`src/rtl/alu_seq_if.sv`:
```
// ---------------------------------------------------------------------------
// alu_seq_if : operation/result bus between the decode stage and alu_seq.
//
// Handshake: an operation is transferred on a rising clock edge where both
// in_valid and in_ready are high. The master may hold or change its payload
// freely while in_ready is low; nothing is sampled then. The result side has
// no backpressure: out_valid is a one-cycle pulse and result/flags hold
// until the next pulse.
//
// Signals
//   in_valid   master -> slave  operation presented
//   in_ready   slave  -> master slave can accept this cycle
//   opcode     master -> slave  8-bit operation code
//   a, b       master -> slave  operands (b[SHW-1:0] doubles as shift count)
//   out_valid  slave  -> master result/flags updated this cycle
//   result     slave  -> master last result
//   flags      slave  -> master {Z,C,F,N,L}
//   illegal    slave  -> master undefined opcode, pulses with out_valid
//   state_dbg  slave  -> master sequencer state (debug observation)
// ---------------------------------------------------------------------------
interface alu_seq_if #(
    parameter int WIDTH = 16
);
    logic             in_valid;
    logic             in_ready;
    logic [7:0]       opcode;
    logic [WIDTH-1:0] a;
    logic [WIDTH-1:0] b;
    logic             out_valid;
    logic [WIDTH-1:0] result;
    logic [4:0]       flags;
    logic             illegal;
    logic [1:0]       state_dbg;

    modport master (
        output in_valid, opcode, a, b,
        input  in_ready, out_valid, result, flags, illegal, state_dbg
    );

    modport slave (
        input  in_valid, opcode, a, b,
        output in_ready, out_valid, result, flags, illegal, state_dbg
    );
endinterface

```
`src/rtl/alu_seq.sv`:
```
// ---------------------------------------------------------------------------
// alu_seq : registered sequential ALU owning the ZCFNL flag register.
//
// One operation is accepted per handshake. Single-cycle operations are
// captured on the accept edge and executed on the following edge, so
// back-to-back issue yields one result per clock and ADDC/SUBC see the carry
// written by the preceding operation. Shifts step one bit per clock in the
// SHIFT state. The optional iterative multiplier (opcode 0x0F) is built only
// when the macro ALU_MUL_EN is defined; otherwise 0x0F is an illegal opcode.
//
// Ports
//   clk    rising-edge clock
//   reset  asynchronous, active-high; clears all state
//   bus    alu_seq_if.slave (handshake, operands, result, flags, illegal,
//          state_dbg)
// flags = {Z, C, F, N, L}: zero, carry/borrow, signed overflow,
//         signed-less, unsigned-less.
// ---------------------------------------------------------------------------
module alu_seq #(
    parameter int WIDTH = 16
) (
    input  logic     clk,
    input  logic     reset,
    alu_seq_if.slave bus
);
    localparam int SHW = $clog2(WIDTH) + 1;

    localparam logic [7:0] OP_NOP  = 8'h00;
    localparam logic [7:0] OP_AND  = 8'h01;
    localparam logic [7:0] OP_OR   = 8'h02;
    localparam logic [7:0] OP_XOR  = 8'h03;
    localparam logic [7:0] OP_NOT  = 8'h04;
    localparam logic [7:0] OP_ADD  = 8'h05;
    localparam logic [7:0] OP_ADDC = 8'h07;
    localparam logic [7:0] OP_SUB  = 8'h09;
    localparam logic [7:0] OP_SUBC = 8'h0A;
    localparam logic [7:0] OP_CMP  = 8'h0B;
    localparam logic [7:0] OP_LSH  = 8'h0C;
    localparam logic [7:0] OP_RSH  = 8'h0D;
    localparam logic [7:0] OP_ARSH = 8'h0E;
`ifdef ALU_MUL_EN
    localparam logic [7:0] OP_MUL  = 8'h0F;
`endif

    typedef enum logic [1:0] {
`ifdef ALU_MUL_EN
        S_MUL   = 2'd2,
`endif
        S_IDLE  = 2'd0,
        S_SHIFT = 2'd1
    } state_t;

    state_t           state, state_nx;
    logic             accept, in_is_shift;
    logic [SHW-1:0]   in_count, b_cnt;

    // Captured operation; a_q doubles as the shift register in SHIFT and
    // b_q as the multiplier shift register in MUL.
    logic [7:0]       op_q;
    logic [WIDTH-1:0] a_q, b_q;
    logic [SHW-1:0]   cnt;
    logic             exec_q;

    logic [WIDTH-1:0] result_q;
    logic [4:0]       flags_q;
    logic             out_valid_q, illegal_q;

    logic [WIDTH-1:0] ex_result, sh_next;
    logic [4:0]       ex_flags;
    logic             ex_emit, ex_illegal, cin;
    logic [WIDTH:0]   wide;
`ifdef ALU_MUL_EN
    logic [2*WIDTH-1:0] mcand, acc;
`endif

    assign b_cnt       = bus.b[SHW-1:0];
    assign in_count    = (b_cnt > SHW'(WIDTH)) ? SHW'(WIDTH) : b_cnt;
    assign in_is_shift = (bus.opcode == OP_LSH) || (bus.opcode == OP_RSH) ||
                         (bus.opcode == OP_ARSH);
    assign accept      = bus.in_valid && bus.in_ready;

    // ---------------- FSM: state register ----------------
    always_ff @(posedge clk or posedge reset) begin
        if (reset) state <= S_IDLE;
        else       state <= state_nx;
    end

    // ---------------- FSM: next state ----------------
    always_comb begin
        state_nx = state;
        case (state)
            S_IDLE: begin
                if (accept) begin
                    if (in_is_shift && (in_count != '0)) state_nx = S_SHIFT;
`ifdef ALU_MUL_EN
                    else if (bus.opcode == OP_MUL)        state_nx = S_MUL;
`endif
                end
            end
            S_SHIFT: if (cnt == SHW'(1)) state_nx = S_IDLE;
`ifdef ALU_MUL_EN
            S_MUL:   if (cnt == '0)      state_nx = S_IDLE;
`endif
            default: state_nx = S_IDLE;
        endcase
    end

    // ---------------- FSM: outputs ----------------
    always_comb begin
        bus.in_ready  = (state == S_IDLE);
        bus.state_dbg = state;
        bus.out_valid = out_valid_q;
        bus.result    = result_q;
        bus.flags     = flags_q;
        bus.illegal   = illegal_q;
    end

    // One step of the active shift, applied to the shift register.
    always_comb begin
        case (op_q)
            OP_LSH:  sh_next = {a_q[WIDTH-2:0], 1'b0};
            OP_RSH:  sh_next = {1'b0, a_q[WIDTH-1:1]};
            default: sh_next = {a_q[WIDTH-1], a_q[WIDTH-1:1]};
        endcase
    end

    // Single-cycle execute. Flags default to held; each op overwrites only
    // the bits it owns. Shifts only land here with a zero count.
    always_comb begin
        ex_result  = '0;
        ex_flags   = flags_q;
        ex_emit    = 1'b1;
        ex_illegal = 1'b0;
        cin        = ((op_q == OP_ADDC) || (op_q == OP_SUBC)) ? flags_q[3] : 1'b0;
        wide       = '0;
        case (op_q)
            OP_NOP: ex_emit = 1'b0;
            OP_AND: begin ex_result = a_q & b_q; ex_flags[4] = (ex_result == '0); end
            OP_OR:  begin ex_result = a_q | b_q; ex_flags[4] = (ex_result == '0); end
            OP_XOR: begin ex_result = a_q ^ b_q; ex_flags[4] = (ex_result == '0); end
            OP_NOT: begin ex_result = ~a_q;      ex_flags[4] = (ex_result == '0); end
            OP_ADD, OP_ADDC: begin
                wide        = {1'b0, a_q} + {1'b0, b_q} + {{WIDTH{1'b0}}, cin};
                ex_result   = wide[WIDTH-1:0];
                ex_flags[4] = (ex_result == '0);
                ex_flags[3] = wide[WIDTH];
                ex_flags[2] = (a_q[WIDTH-1] == b_q[WIDTH-1]) &&
                              (ex_result[WIDTH-1] != a_q[WIDTH-1]);
            end
            OP_SUB, OP_SUBC: begin
                // Bit WIDTH of the extended difference is the borrow.
                wide        = {1'b0, a_q} - {1'b0, b_q} - {{WIDTH{1'b0}}, cin};
                ex_result   = wide[WIDTH-1:0];
                ex_flags[4] = (ex_result == '0);
                ex_flags[3] = wide[WIDTH];
                ex_flags[2] = (a_q[WIDTH-1] != b_q[WIDTH-1]) &&
                              (ex_result[WIDTH-1] != a_q[WIDTH-1]);
            end
            OP_CMP: begin
                ex_flags[4] = (a_q == b_q);
                ex_flags[1] = ($signed(a_q) < $signed(b_q));
                ex_flags[0] = (a_q < b_q);
            end
            OP_LSH, OP_RSH, OP_ARSH: begin
                ex_result   = a_q;
                ex_flags[4] = (a_q == '0);
            end
            default: ex_illegal = 1'b1;
        endcase
    end

    // ---------------- datapath registers ----------------
    always_ff @(posedge clk or posedge reset) begin
        if (reset) begin
            op_q        <= OP_NOP;
            a_q         <= '0;
            b_q         <= '0;
            cnt         <= '0;
            exec_q      <= 1'b0;
            result_q    <= '0;
            flags_q     <= '0;
            out_valid_q <= 1'b0;
            illegal_q   <= 1'b0;
`ifdef ALU_MUL_EN
            mcand       <= '0;
            acc         <= '0;
`endif
        end else begin
            out_valid_q <= 1'b0;
            illegal_q   <= 1'b0;
            exec_q      <= 1'b0;

            if (exec_q) begin
                out_valid_q <= ex_emit;
                illegal_q   <= ex_illegal;
                if (ex_emit) begin
                    result_q <= ex_result;
                    flags_q  <= ex_flags;
                end
            end

            if (accept) begin
                op_q   <= bus.opcode;
                a_q    <= bus.a;
                b_q    <= bus.b;
                cnt    <= in_count;
                exec_q <= !(in_is_shift && (in_count != '0));
`ifdef ALU_MUL_EN
                if (bus.opcode == OP_MUL) begin
                    exec_q <= 1'b0;
                    cnt    <= SHW'(WIDTH);
                    mcand  <= {{WIDTH{1'b0}}, bus.a};
                    acc    <= '0;
                end
`endif
            end

            if (state == S_SHIFT) begin
                a_q <= sh_next;
                cnt <= cnt - SHW'(1);
                if (cnt == SHW'(1)) begin
                    out_valid_q <= 1'b1;
                    result_q    <= sh_next;
                    flags_q[4]  <= (sh_next == '0);
                end
            end

`ifdef ALU_MUL_EN
            // WIDTH partial-product steps, then one edge to publish.
            if (state == S_MUL) begin
                if (cnt != '0) begin
                    if (b_q[0]) acc <= acc + mcand;
                    mcand <= mcand << 1;
                    b_q   <= b_q >> 1;
                    cnt   <= cnt - SHW'(1);
                end else begin
                    out_valid_q <= 1'b1;
                    result_q    <= acc[WIDTH-1:0];
                    flags_q[4]  <= (acc[WIDTH-1:0] == '0);
                    flags_q[3]  <= |acc[2*WIDTH-1:WIDTH];
                end
            end
`endif
        end
    end
endmodule

```
`src/flat_wrapper.sv`:
```
// flat-port wrapper written by rule: the top's interface ports become plain ports
module alu_seq_flat 
#(
    parameter int WIDTH = 16
)
  (clk, reset, bus_in_valid, bus_opcode, bus_a, bus_b, bus_in_ready, bus_out_valid, bus_result, bus_flags, bus_illegal, bus_state_dbg);
  alu_seq_if #(.WIDTH(WIDTH)) bus_i ();
  input  logic clk;
  input  logic reset;
  input wire logic [$bits(bus_i.in_valid)-1:0] bus_in_valid;
  input wire logic [$bits(bus_i.opcode)-1:0] bus_opcode;
  input wire logic [$bits(bus_i.a)-1:0] bus_a;
  input wire logic [$bits(bus_i.b)-1:0] bus_b;
  output wire logic [$bits(bus_i.in_ready)-1:0] bus_in_ready;
  output wire logic [$bits(bus_i.out_valid)-1:0] bus_out_valid;
  output wire logic [$bits(bus_i.result)-1:0] bus_result;
  output wire logic [$bits(bus_i.flags)-1:0] bus_flags;
  output wire logic [$bits(bus_i.illegal)-1:0] bus_illegal;
  output wire logic [$bits(bus_i.state_dbg)-1:0] bus_state_dbg;
  assign bus_i.in_valid = bus_in_valid;
  assign bus_i.opcode = bus_opcode;
  assign bus_i.a = bus_a;
  assign bus_i.b = bus_b;
  assign bus_in_ready = bus_i.in_ready;
  assign bus_out_valid = bus_i.out_valid;
  assign bus_result = bus_i.result;
  assign bus_flags = bus_i.flags;
  assign bus_illegal = bus_i.illegal;
  assign bus_state_dbg = bus_i.state_dbg;
  alu_seq #(.WIDTH(WIDTH)) u_core (.clk(clk), .reset(reset), .bus(bus_i));
endmodule
```
`config.mk`:
```
export PLATFORM = sky130hd
export DESIGN_NAME = alu_seq_flat
export DESIGN_NICKNAME = d
export VERILOG_FILES = /design/src/rtl/alu_seq_if.sv /design/src/rtl/alu_seq.sv /design/src/flat_wrapper.sv
export SDC_FILE = /design/constraint.sdc
export NUM_CORES = 1
export LEC_CHECK = 0
export BUFFER_PORTS_ARGS = -buffer_cell sky130_fd_sc_hd__buf_4
export CELL_PAD_IN_SITES_DETAIL_PLACEMENT = 1
export CELL_PAD_IN_SITES_GLOBAL_PLACEMENT = 1
export CORE_AREA = 5 5 143 118
export CTS_BUF_LIST = sky130_fd_sc_hd__clkbuf_4 sky130_fd_sc_hd__clkbuf_8
export DETAILED_ROUTE_END_ITERATION = 8
export DIE_AREA = 0 0 148 123
export GPL_TIMING_DRIVEN = 0
export PLACE_DENSITY_LB_ADDON = 0.1
export SYNTH_ARGS = -nofsm -noshare
export SYNTH_HDL_FRONTEND = slang
export SYNTH_SLANG_ARGS = --single-unit
```
`constraint.sdc`:
```
create_clock -name clk -period 5.6 [get_ports clk]
set_input_delay 0.28 -clock clk [delete_from_list [all_inputs] [get_ports clk]]
set_output_delay 0.28 -clock clk [all_outputs]
set_load 0.05 [all_outputs]
```
==> results.yml, run 1 <==
die:
  num_rows: 41
  io_pins: 69
  core_um2: 15340
  die_w_um: 148
  start_util_pct: 45.85
  die_y_um: 123
  die-area_um2: 18200
timing:
  fin_ws_ns: 0.3365
  hold_violations: 0
  relSlewSlack_pct: 11.28
  finalSetupViolCount: 0
  period_needed_ns: 5.263
  min_period_over_period_pct: 93.99
  rsz0062_at_grt: "false"
  finalSetupTns_ns: 0
  fin_worst_skew_ns: 0.01414
  slew_viol_final: 0
  tightest_slew_ns: 1.323
  max_freq_mhz: 190.0
route:
  ant_nets: 0
  drc_errors: 0
  avgRoutedWirePerCell_um: 25.94
  wl_um: 29540
  via_count: 7487
  dr.pass1.iters: 5
  vias_per_cell: 6.573
  first_iter_violations: 723
cells_and_area:
  multi_input_area_um2: 4782
  syn_to_final_growth_pct: 14.00
  antennaDiodeCount: 0
  nets: 1069
  n_fill_cell: 1875
  final_cell_mix: "ha_1 (80), nand2_1 (78), buf_4 (70), dfrtp_1 (70), inv_1 (68)"
  drive_above_1_share_pct: 11.52
  seq_area_um2: 1752
  final_common_cell: "ha_1"
critical_path:
  rrSetupSlack_ns: 0.34
  critPathLaunchType: "flip-flop"
  end_kind: "flip-flop"
  critical_path_required_ns: 5.83
  path_max_fanout: 19
  worstSetupPathType: "flip-flop to flip-flop"
  cp.arrival_ns: 5.49
yosys:
  synth_warnings: 0
  ys_ff_latch: 70
  syn_inst: 863
  ys_seq_area_share_pct: 24.91
  synth_fp_nets: 990
  synth-edff-count: 0
  synth_cell_types: 69
  async_flop_share_pct: 100.0
  avgSynthCellArea_um2: 8.149
  synthFlopType: "dfrtp_1"
  synth_area_um2: 7033
power:
  peakVddDrop_v: 0.0004458
  p_leak_nw: 3.550
  p_sw_w: 0.002947
  comb_power_share_pct: 72.4
  seqPwrFrac_pct: 18.3
  clkPwrFrac_pct: 9.3
  powerDensity_nw_per_um2: 636.3
  intPower_w: 0.002155
  switching_share_pct: 57.75
job:
  cap_violations: 0
clocking:
  path_clk_slew_ns: 0.09
  clockRootBuffer: "clkbuf_8"
  cts_tree: "built"
  h-tree-depth: 3
  cts_inserted_buffers: 9
  ctsResizeCount: 0
  clock_sinks: 70
  clk_latency_ns: 0.38
  ctsLongestPathBuffers: 2
grt:
  grt_start_max_net_pins: 42
  grt_pass1_wl_um: 45080
  grt_pass1_vias: 7568
  grt_usage_pct: 32.47
  gr-total-overflow: 0
  antenna_found_initial: 0
min_path:
  hold_class: "primary input to flip-flop"
place:
  pre_cts_slack_ns: -0.03728
  gp_congestion: 0.9501
  numPortBuffers: 67
  hpwl_um: 23480
status:
  outcome: "finished, final reports clean"
[final cells by class]
type | instances | area share (%)
Buffer | 56 | 2.856
Clock buffer | 9 | 1.545
Clock inverter | 6 | 1.092
Inverter | 71 | 3.355
Multi-Input combinational cell | 665 | 59.64
Sequential cell | 70 | 21.85
Tap cell | 193 | 3.012
Timing Repair Buffer | 69 | 6.648
[stage by stage]
stage | hold slack (ns) | power, W | cells | area, µm² | utilization (%)
global placement | 0.4735 | 0.004358 | 1123 | 7777 | 50.71
CTS | 0.09120 | 0.005014 | 1139 | 8018 | 52.27
detailed placement | 0.3311 | 0.004526 | 1124 | 7800 | 50.85
floorplan | 0.3968 | 0.003295 | 863 | 7033 | -
global route | 0.09578 | 0.005429 | 1139 | 8018 | 52.27
finish | 0.09580 | 0.005102 | 1139 | 8018 | 52.27
[registers in the layout, summed over array words and instances (netlist names)]
signal                cells
u_core.bus.flags          5
u_core.bus.result        16
u_core.b_q               16
u_core.op_q               8
u_core.cnt                5
u_core.bus.illegal        1
u_core.exec_q             1
u_core.a_q               16
u_core.bus.out_valid      1
u_core.bus.state_dbg      1
[power groups by stage]
stage / clock network, W / registers, W / logic, W
2_1_floorplan: 0 / 0.000927 / 0.00237
3_3_place_gp: 0 / 0.000916 / 0.00344
3_5_place_dp: 0 / 0.000932 / 0.00359
4_1_cts: 0.000481 / 0.000921 / 0.00361
5_1_grt: 0.000502 / 0.000947 / 0.00398
6_report: 0.000477 / 0.000932 / 0.00369
[per-layer routing]
| metal | global-route usage (%) | vias to the layer above | wire length, µm |
|---|---|---|---|
| met4 | 13.44 | 0 | 1320 |
| met1 | 45.19 | 3742 | 13160 |
| li1 | - | 3325 | - |
| met5 | 0 | - | 0 |
| met2 | 49.99 | 351 | 12790 |
| met3 | 5.863 | 69 | 2268 |
[timing repair]
item,4_1_cts,5_1_grt
endpoints found under the hold margin,29,0
hold buffers,1,0
setup buffers,0,0
endpoints found under the setup margin,1,0
[cell usage after synthesis (7+ instances only)]
cell type	count	area share [%]
nor3_1	22	1.6
clkbuf_1	47	2.5
dfrtp_1	70	25
a22oi_1	12	1.3
nor2_1	47	2.5
a21oi_1	67	4.8
nor4_1	16	1.4
nand2_1	78	4.2
mux2_2	8	1.3
a221oi_1	17	2.1
nand3_1	12	0.85
o22ai_1	16	1.4
nand4_1	19	1.7
inv_1	69	3.7
or4_1	9	0.96
xor2_1	8	1.0
o21a_1	9	0.96
or3_1	7	0.62
a211oi_1	11	1.2
o211a_1	17	2.4
nor2b_1	13	1.2
ha_1	80	14
o21ai_0	52	3.7
mux2i_1	32	4.6
xnor2_1	17	2.1
o221ai_1	7	0.87
[critical path, stage by stage (launching register included)]
cell and delay [ns]:
dfrtp_1 0.33, clkbuf_1 0.33, buf_2 0.59, nand3_1 0.13, or2_2 0.39, inv_1 0.11
fa_1 0.22, inv_1 0.08, fa_1 0.54, nor2b_1 0.21, o2111a_1 0.23, and4b_1 0.23
o31ai_1 0.73, nand2_1 0.12, a311o_1 0.37, a221oi_1 0.42, a221oi_1 0.09
[path summary, 6_finish.rpt]
check,from,cells after the start,end
worst min register to register,u_core.bus.flags[0],2,u_core.bus.flags[0]
worst max-delay path,u_core.op_q[1],16,u_core.bus.result[14]
worst min-delay path,bus_b[13],3,u_core.b_q[13]
min in group asynchronous,reset,3,u_core.op_q[4]
max in group asynchronous,reset,4,u_core.b_q[7]
worst max register to register,u_core.op_q[1],16,u_core.bus.result[14]
[logic make-up after synthesis]
| kind of cell | synth area share (%) |
|---|---|
| xor gates and xnor gates | 3.113 |
| buffers and inverters | 7.098 |
| other | 0.05332 |
| adders and majority gates | 15.37 |
| muxes | 5.835 |
| AOI/OAI and AO/OA | 25.80 |
| DFF | 24.91 |
| and+or+nand+nor | 17.83 |
No activity file was read; power rests on OpenSTA's default activity.
==> inputs of run 2 (changes only) <==
GPL_TIMING_DRIVEN = unset   (was 0)
==> results.yml, run 2 (synthesis gave the netlist of run 1 again) <==
die:
  core_um2: 15340
  io_pins: 69
  die-area_um2: 18200
  start_util_pct: 45.85
  die_y_um: 123
  die_w_um: 148
  num_rows: 41
route:
  avgRoutedWirePerCell_um: 26.05
  ant_nets: 0
  via_count: 7236
  drc_errors: 0
  first_iter_violations: 630
  vias_per_cell: 6.632
  wl_um: 28420
  dr.pass1.iters: 5
grt:
  gr-total-overflow: 0
  grt_pass1_vias: 7300
  antenna_found_initial: 0
  grt_usage_pct: 30.97
  grt_pass1_wl_um: 43170
  grt_start_max_net_pins: 71
timing:
  finalSetupViolCount: 0
  max_freq_mhz: 208.8
  min_period_over_period_pct: 85.54
  hold_violations: 0
  slew_viol_final: 0
  fin_ws_ns: 0.8096
  rsz0062_at_grt: "false"
  period_needed_ns: 4.790
  relSlewSlack_pct: 22.20
  fin_worst_skew_ns: 0.01776
  finalSetupTns_ns: 0
  tightest_slew_ns: 1.156
clocking:
  ctsLongestPathBuffers: 2
  clk_latency_ns: 0.38
  clockRootBuffer: "clkbuf_8"
  cts_tree: "built"
  clock_sinks: 70
  ctsResizeCount: 0
  cts_hold_buf: 0
  cts_inserted_buffers: 9
  postCtsSetupBuffers: 0
  path_clk_slew_ns: 0.09
  h-tree-depth: 3
cells_and_area:
  nets: 1020
  final_common_cell: "ha_1"
  finalNonFillerCells: 1091
  drive_above_1_share_pct: 12.58
  syn_to_final_growth_pct: 11.78
  antennaDiodeCount: 0
  final_cell_mix: "ha_1 (80), nand2_1 (78), buf_4 (76)"
power:
  powerDensity_nw_per_um2: 635.4
  p_leak_nw: 3.502
  intPower_w: 0.002157
  peakVddDrop_v: 0.0003795
  seqPwrFrac_pct: 19.6
  clkPwrFrac_pct: 10.0
  comb_power_share_pct: 70.4
  switching_share_pct: 56.82
  p_sw_w: 0.002838
status:
  outcome: "finished, final reports clean"
critical_path:
  crit_family: "compound AO/OA/AOI/OAI gates"
  max_stage_delay_ns: 0.65
  cp.buffers_inverters: 2
  critPathLaunchType: "flip-flop"
  critical_path_required_ns: 5.84
  path_max_fanout: 9
  crit_path_cell_trace: "nor4_4 -> nand3_1 -> or2_2 -> inv_1 -> fa_1 -> inv_1 -> fa_1 -> nor2b_1 -> o2111a_1 -> and4b_1 -> o31ai_1 -> nand2_1 -> a311o_1 -> a221oi_1 -> a221oi_1"
  crit_path_top_delay_cell: "o31ai_1"
  worstSetupPathType: "flip-flop to flip-flop"
  end_kind: "flip-flop"
  cp.arrival_ns: 5.03
place:
  dp.cells: 1075
  hpwl_um: 21570
  pre_cts_slack_ns: 0.9341
  numPortBuffers: 67
  gp_congestion: 0.9757
job:
  cap_violations: 0
min_path:
  hold_class: "primary input to flip-flop"
-- run 2: cell count changes in the layout (fill, tap and decap cells not counted), sizes merged --
cell / previous run / this run
dlygate4sd3: 1 / 0
buf: 77 / 76
clkinv: 6 / 5
clkbuf: 56 / 11
-- run 2: area by class of cell --
type	instances	area, µm²
multi-input combinational	665	4803
fill	1885	7477
tap	193	241.5
inverter	71	266.5
sequential	70	1752
clock buffer	11	145.1
clock inverter	5	82.58
timing repair buffer	76	570.5
-- run 2: worst min-delay path, cell delays in order --
cell     delay [ns]
buf_4          0.08
nand2_1        0.03
o21ai_0        0.06
-- run 2: layer usage --
layer / track usage, % / part of all wire, %
met1: 42.06 / 44
met2: 50.64 / 46
met3: 5.203 / 7.2
met4: 10.16 / 3.2
met5: 0 / 0
-- run 2: final timing paths --
| check | slack (ns) | endpoint | cells after the start | from |
|---|---|---|---|---|
| max reg2reg | 0.81 | u_core.bus.result[14] | 15 | u_core.op_q[5] |
| min in group asynchronous | 0.23 | u_core.bus.result[12] | 3 | reset |
| max | 0.81 | u_core.bus.result[14] | 15 | u_core.op_q[5] |
| max in group asynchronous | 4.76 | u_core.b_q[7] | 3 | reset |
| min reg2reg | 0.50 | u_core.bus.flags[0] | 2 | u_core.bus.flags[0] |
| min | 0.11 | u_core.b_q[11] | 3 | bus_b[11] |
-- run 2: per-stage QoR --
step | instance area (µm²) | hold slack, ns | util, % | power [W]
after floorplan | 7033 | 0.3968 | - | 0.003295
after global placement | 7634 | 0.4703 | 49.77 | 0.004275
after detailed placement | 7634 | 0.4933 | 49.77 | 0.004383
after CTS | 7861 | 0.09780 | 51.25 | 0.004905
after global routing | 7861 | 0.09733 | 51.25 | 0.005308
final | 7861 | 0.1087 | 51.25 | 0.004995
-- run 2: power by group through the flow --
| stage | Combinational [W] | Sequential, W | Clock (W) |
|---|---|---|---|
| 2_1_floorplan | 0.00237 | 0.000927 | 0 |
| 3_3_place_gp | 0.00331 | 0.000963 | 0 |
| 3_5_place_dp | 0.00341 | 0.000976 | 0 |
| 4_1_cts | 0.00343 | 0.000967 | 0.000509 |
| 5_1_grt | 0.00378 | 0.000996 | 0.000531 |
| 6_report | 0.00351 | 0.000979 | 0.000501 |
